[src/rtl/dmem_arbiter.sv]
// Two-port round-robin arbiter and one-cycle access sequencer for the shared
// 128-bit data memory; latches a winning request, drives the memory, returns data/err.
module dmem_arbiter #(
    parameter int ADDR_W = 8,
    parameter int DATA_W = 128,
    parameter int DEPTH  = 129
) (
    input  logic              clk,
    input  logic              rst,

    input  logic              p0_req,
    input  logic              p0_we,
    input  logic [ADDR_W-1:0] p0_addr,
    input  logic [DATA_W-1:0] p0_wdata,
    output logic              p0_gnt,
    output logic              p0_rvalid,
    output logic [DATA_W-1:0] p0_rdata,
    output logic              p0_err,

    input  logic              p1_req,
    input  logic              p1_we,
    input  logic [ADDR_W-1:0] p1_addr,
    input  logic [DATA_W-1:0] p1_wdata,
    output logic              p1_gnt,
    output logic              p1_rvalid,
    output logic [DATA_W-1:0] p1_rdata,
    output logic              p1_err,

    output logic [127:0]      mem_addr,
    output logic [DATA_W-1:0] mem_wdata,
    output logic              mem_we,
    output logic              mem_re,
    input  logic [DATA_W-1:0] mem_rdata
);

    localparam int MEM_AW = 128;

    typedef enum logic {
        IDLE = 1'b0,
        BUSY = 1'b1
    } state_t;

    state_t state, state_nxt;

    logic              last_grant, last_grant_nxt;
    logic              elig0, elig1;
    logic              win_vld, win_port;

    logic              vld_p0;
    logic              port_p0;
    logic              we_p0;
    logic [ADDR_W-1:0] addr_p0;
    logic [DATA_W-1:0] wdata_p0;
    logic              hit_p0;
    logic              rd_fire_p0, err_fire_p0;

    function automatic logic in_range(input logic [ADDR_W-1:0] a);
        return ({{(32-ADDR_W){1'b0}}, a} < DEPTH[31:0]);
    endfunction

    // Arbitration: a port granted this cycle sits out, so its held req is not re-granted.
    always_comb begin
        elig0    = p0_req && !p0_gnt;
        elig1    = p1_req && !p1_gnt;
        win_vld  = elig0 || elig1;
        win_port = elig1;
        if (elig0 && elig1) begin
            win_port = ~last_grant;
        end
    end

    always_ff @(posedge clk) begin
        if (!rst) begin
            state      <= IDLE;
            last_grant <= 1'b1;
        end else begin
            state      <= state_nxt;
            last_grant <= last_grant_nxt;
        end
    end

    always_comb begin
        state_nxt      = state;
        last_grant_nxt = last_grant;
        case (state)
            IDLE, BUSY: begin
                if (win_vld) begin
                    state_nxt      = BUSY;
                    last_grant_nxt = win_port;
                end else begin
                    state_nxt      = IDLE;
                end
            end
            default: state_nxt = IDLE;
        endcase
    end

    // Stage p0: latched request, memory driven while BUSY.
    always_ff @(posedge clk) begin
        if (!rst) begin
            port_p0  <= 1'b0;
            we_p0    <= 1'b0;
            addr_p0  <= '0;
            wdata_p0 <= '0;
        end else if (win_vld) begin
            port_p0  <= win_port;
            we_p0    <= win_port ? p1_we    : p0_we;
            addr_p0  <= win_port ? p1_addr  : p0_addr;
            wdata_p0 <= win_port ? p1_wdata : p0_wdata;
        end
    end

    assign vld_p0      = (state == BUSY);
    assign hit_p0      = in_range(addr_p0);
    assign rd_fire_p0  = vld_p0 && hit_p0 && !we_p0;
    assign err_fire_p0 = vld_p0 && !hit_p0;

    always_comb begin
        p0_gnt    = vld_p0 && !port_p0;
        p1_gnt    = vld_p0 &&  port_p0;
        mem_addr  = {{(MEM_AW-ADDR_W){1'b0}}, addr_p0};
        mem_wdata = wdata_p0;
        mem_we    = vld_p0 && hit_p0 && we_p0 && rst;
        mem_re    = rd_fire_p0;
    end

    // Stage p1: registered read data and response pulses.
    always_ff @(posedge clk) begin
        if (!rst) begin
            p0_rvalid <= 1'b0;
            p1_rvalid <= 1'b0;
            p0_err    <= 1'b0;
            p1_err    <= 1'b0;
            p0_rdata  <= '0;
            p1_rdata  <= '0;
        end else begin
            p0_rvalid <= rd_fire_p0  && !port_p0;
            p1_rvalid <= rd_fire_p0  &&  port_p0;
            p0_err    <= err_fire_p0 && !port_p0;
            p1_err    <= err_fire_p0 &&  port_p0;
            if (rd_fire_p0 && !port_p0) begin
                p0_rdata <= mem_rdata;
            end
            if (rd_fire_p0 && port_p0) begin
                p1_rdata <= mem_rdata;
            end
        end
    end

endmodule

[config.mk]
export PLATFORM = sky130hd
export DESIGN_NAME = dmem_arbiter
export DESIGN_NICKNAME = d
export VERILOG_FILES = /design/src/rtl/dmem_arbiter.sv
export SDC_FILE = /design/constraint.sdc
export NUM_CORES = 1
export LEC_CHECK = 0
export CORE_AREA = 2 2 360 362
export CTS_CLUSTER_DIAMETER = 80
export DETAILED_ROUTE_END_ITERATION = 16
export DIE_AREA = 0 0 362 364
export PLACE_DENSITY = 0.37
export SYNTH_ARGS = -nofsm -noshare
export SYNTH_HDL_FRONTEND = slang
export SYNTH_SLANG_ARGS = --single-unit
export TNS_END_PERCENT = 10
[constraint.sdc]
create_clock -name clk -period 1.8 [get_ports clk]
set_input_delay 0.27 -clock clk [delete_from_list [all_inputs] [get_ports clk]]
set_output_delay 0.27 -clock clk [all_outputs]
set_load 0.01 [all_outputs]
# After elaboration in Yosys (flattened, before gate mapping)
# Index checks and enable logic that the tools add are counted.
[totals] regBits=400 latch_bits=0 mem_bits_rw=0 romBits=0 input_bits=406 out_inout_bits=520 wordCells=39 mem_count=0
[classes] addsub=0 mul=0 n_div=0 magnitude_cmp=1 n_eq_ne=0 shift=0 muxes=5 bitwise_logic=1 reduce_logical=20
[op_table] operator="two-way mux 128 bit" count=1
[op_table] operator="logical AND 1 bit" count=14
[op_table] operator="less-than comparator 8 bit, second input constant" count=1
[op_table] operator="two-way mux 8 bit" count=1
[op_table] operator="logical NOT 1 bit" count=5
[op_table] operator="two-way mux 1 bit" count=3
[op_table] operator="logical OR 1 bit" count=1
[op_table] operator="inverter 1 bit" count=1

# Longest topological paths before layout
[logic_depth] ltp_word=7 mapped_depth=6 mapped_depth_nobuf=4

# Worst setup path before layout
# No wires, ideal clock.
[synth_path] path_type="register to register" start="register addr_p0[3]" end="register p0_rdata[87]" setup_time_ns=0.072 t_arrival_ns=1.546 required_time_ns=1.728 path_slack_ns=0.183 path_stages_with_launch=7 n_path_buf=2 synth_period_minus_slack_ns=1.617 cell_sequence="dfxtp_1 > nor4_1 > a21boi_2 > nor3_2 > buf_4 > buf_4 > mux2i_1"
[synth_via] elab_chain_len=4
[synth_rtl] element="from (decl)" line_no="52" text="logic [ADDR_W-1:0] addr_p0;"
[synth_rtl] element="from (signal assigned)" line_no="108" text="addr_p0 <= win_port ? p1_addr : p0_addr;"
[synth_rtl] element="less-than comparator 8 bit" line_no="58" text="return ({{(32-ADDR_W){1'b0}}, a} < DEPTH[31:0]);"
[synth_rtl] element="logical AND 1 bit (2 in series)" line_no="115" text="assign rd_fire_p0 = vld_p0 && hit_p0 && !we_p0;"
[synth_rtl] element="logical AND 1 bit" line_no="141" text="if (rd_fire_p0 && !port_p0) begin"
[synth_rtl] element="to (signal assigned)" line_no="142" text="p0_rdata <= mem_rdata;"
[synth_rtl] element="to (decl)" line_no="17" text="output logic [DATA_W-1:0] p0_rdata,"
# Every way passes these cells.
# A chain may end at the register's enable or synchronous reset.

# Final worst setup path
[layout_path] start="register addr_p0[3]" end="output mem_we"
[layout_via] elab_chain_len=4
[layout_rtl] element="less-than comparator 8 bit" line_no="58"
[layout_rtl] element="logical AND 1 bit (3 in series)" line_no="123" text="mem_we = vld_p0 && hit_p0 && we_p0 && rst;"
[layout_rtl] element="to (decl)" line_no="31" text="output logic mem_we,"
# Every way passes these cells.

==> impl_results.md <==
- Initial antenna violation count: 24
- CTS max path bufs: 3
- Critical setup path kind: reg2out
- Via-to-Cell Ratio: 3.69
- Hold_ws: around 0.14 ns
- Peak VDD IR: 0.617 mV
- Post-layout min period: 2.08 ns
- Drt pass-1 iters: 7
- Top cell by count, worst path: buf_6
- Initial Util: 13.7%
- Static Leak: 0.0130 µW
- Clock transition at path regs: 0.06 ns
- Post-synthesis cell count: 1763
- Num CTS Buffers: 54
- # DRC: 0
- Top FF cell, synth: dfxtp_1
- Vias in the first global route: approximately 16000
- DP Wirelength: 69.4 mm
- Tcrit/Tclk final: 116%
- Synth area leaders: dfxtp_1, mux2i_1, o221a_1, nand2_1, a211o_1
- Synth top area share: approximately 45%
- Clk_lat worst skew: 0.63 ns
- First-pass GRT wire length: 125 mm
- Routed via count: 15914
- Min-Delay Endpoint: mem_wdata[14]$_SDFFE_PN0P_
- Slew @ Worst Pin: 0.503 ns
- Power Density: 864 mW/mm²
- Layout cell share with drive strength beyond 1: under 10%
- Crit path max fanout: 6
- Max Freq: 0.480 GHz
- Hold Crit Start: rst
- Final WL: approximately 90 mm
- Nets: 2999
- IO buf count: 805
- I/O Pins: ~930
- Final setup viols: 254
- Worst setup SP type: register
- Hold Path Class: in2reg
- Critical R2R Capture: p1_rdata[111]$_SDFFE_PN0P_
- Slew margin rel.: 66.5%
- Worst setup EP type: primary output
- Synth cell types: 31
- Max-slew violations: 0
- Hold Fails Final Rpt: 0
- Die width: between 300 and 400 µm
- Seq/Total Area, Yosys: between 40% and 50%
- Status: finished, violations left
- Failing checks: setup timing
- Largest net degree at the start of global routing: 86
- Worst Hold Depth: 3
- Layout area overhead: 67.6%
- Critical path's slowest cell: dfxtp_4
- Post-synth EDFFs: 0
- Mapped Area: 0.0176 mm²
- Routed Antenna Nets: 0
- GR Util All Layers: 13.0%
- FF+latch count, synth: 400
- Die footprint: ~0.13 mm²
- RSZ-0062 raised after global routing: true
- Area leader, netlist: dfxtp_1
- Worst setup margin: -0.283 ns
- Core area: 0.128 mm²
- Die Y: 364 µm
- Mean post-synth cell area: ~10 µm²
- GRT overflow: 0
- CP Data Arrival Time: 1.81 ns
- Critical Path, Cell by Cell: nor4_4 -> buf_4 -> a21boi_4 -> buf_6 -> nor2_4 -> buf_6
- FF-to-FF setup slack: -0.23 ns
- Most common cell after layout, fill and taps aside: clkdlybuf4s50_1
- Warnings, synthesis: 0
- Max Cap Viol: 0
- Async SR Flop Fraction: 0%
- Slowest stage delay, CP: 0.35 ns
- GP Congestion: 0.774
- Critical Path RT: roughly 1.5 ns
- TritonCTS clock tree: yes
- Clock skew: 0.0242 ns
- Filler Cell Count: 14073
- Worst R2R Start: addr_p0[3]$_SDFFE_PN0P_
- CTS Root Buffer Type: clkbuf_16
- CTS Sinks: 400
- Routed WL per cell: 20.9 µm
- Hold Buf Count CTS: 0
- Max H-tree Level: 2
- Core Util, Final: between 20% and 30%
- First DRT Iteration DRCs: 744
- # rows: 132
- Reg2reg path depth: 10
- Most frequent cells in the layout: clkdlybuf4s50_1, dlygate4sd2_1, nand2_1, dfxtp_1, mux2i_1
## where the power goes
part           internal, µW  total [µW]  switching (µW)  leakage, µW
logic                  2680        5120            2440      0.00886
registers              9450        9830             373      0.00328
clock network          6160       10600            4430     0.000845
## cells in the mapped netlist (2+ instances only)
cell,count
a211o_1,136
buf_2,20
inv_1,4
nor4_1,3
o221a_2,6
nor3_2,2
dfxtp_1,400
nor2_4,2
a21oi_1,2
buf_4,130
nand2_1,387
o221a_1,130
and2_1,136
mux2i_1,256
nor2_1,3
buf_6,34
nor3_1,3
nand3_1,2
clkbuf_1,95
## kinds of logic after synthesis
kind of cell	after synthesis	synth area share [%]
buffers and inverters	284	10.4
other	1	0.0213
AOI/OAI and AO/OA	278	15.7
and+or+nand+nor	543	13.8
muxes	257	14.6
DFF	400	45.4
## layout make-up
type	count	area (µm²)	share of cell area (%)
Antenna cell	5	12.5	0.0423
Sequential cell	400	8030	27.2
Inverter	4	15.0	0.0508
Timing Repair Buffer	935	9360	31.7
Clock inverter	11	85.1	0.288
Tap cell	1675	2100	7.09
Clock buffer	82	1620	5.48
Multi-Input combinational cell	1198	8320	28.2
## critical path, delay by kind of cell, from the launching register on
| family | cells | cell delay, ns |
|---|---|---|
| buf+inv | 3 | 0.42 |
| simple gates | 2 | 0.36 |
| flops | 1 | 0.35 |
| compound gates | 1 | 0.06 |
## through the flow
stage | cell area [µm²] | worst slack, ns | instances | power (µW) | TNS (ns)
2_1_floorplan | 18100 | 0.183 | 1882 | 12400 | 0
3_3_place_gp | 27800 | -0.370 | 4197 | 15500 | -78.23
3_5_place_dp | 27800 | -0.385 | 4197 | 15500 | -101.77
4_1_cts | 29500 | -0.489 | 4307 | 26100 | -54.39
5_1_grt | 29500 | -0.403 | 4309 | 26900 | -66.67
6_report | 29500 | -0.283 | 4310 | 25500 | -32.82
## metal layers
layer,GRT usage (%),vias to the layer above,share of wire [%]
li1,-,7625,-
met1,14.8,7545,40
met2,22.5,629,49
met3,5.48,103,9.8
met4,2.83,12,1.7
met5,0,-,0.072
## how the worst max path moves through the flow
| stage | cells after the start | from | to |
|---|---|---|---|
| after floorplan | 6 | addr_p0[3]$_SDFFE_PN0P_ | p0_rdata[87]$_SDFFE_PN0P_ |
| after global placement | 6 | addr_p0[3]$_SDFFE_PN0P_ | mem_re |
| after detailed placement | 6 | addr_p0[3]$_SDFFE_PN0P_ | mem_re |
| after CTS | 6 | addr_p0[6]$_SDFFE_PN0P_ | mem_re |
| after global routing | 6 | addr_p0[3]$_SDFFE_PN0P_ | mem_we |
| final | 6 | addr_p0[3]$_SDFFE_PN0P_ | mem_we |
## timing repair
| action | 4_1_cts | 5_1_grt |
|---|---|---|
| pin swaps | 3 | 4 |
| gates resized for setup | 468 | 21 |
| endpoints found under the setup margin | 666 | 268 |
| endpoints found under the hold margin | 0 | 0 |
| gates cloned | 7 | 0 |
| setup buffers | 10 | 2 |
## flip-flops by register name, indices dropped and copies added, names as in the netlist
register    count
addr_p0         8
p0_rdata      128
p0_rvalid       1
mem_wdata     128
port_p0         1
we_p0           1
state           1
p0_err          1
p1_err          1
p1_rvalid       1
last_grant      1
p1_rdata      128
No activity file was read; power rests on OpenSTA's default activity.
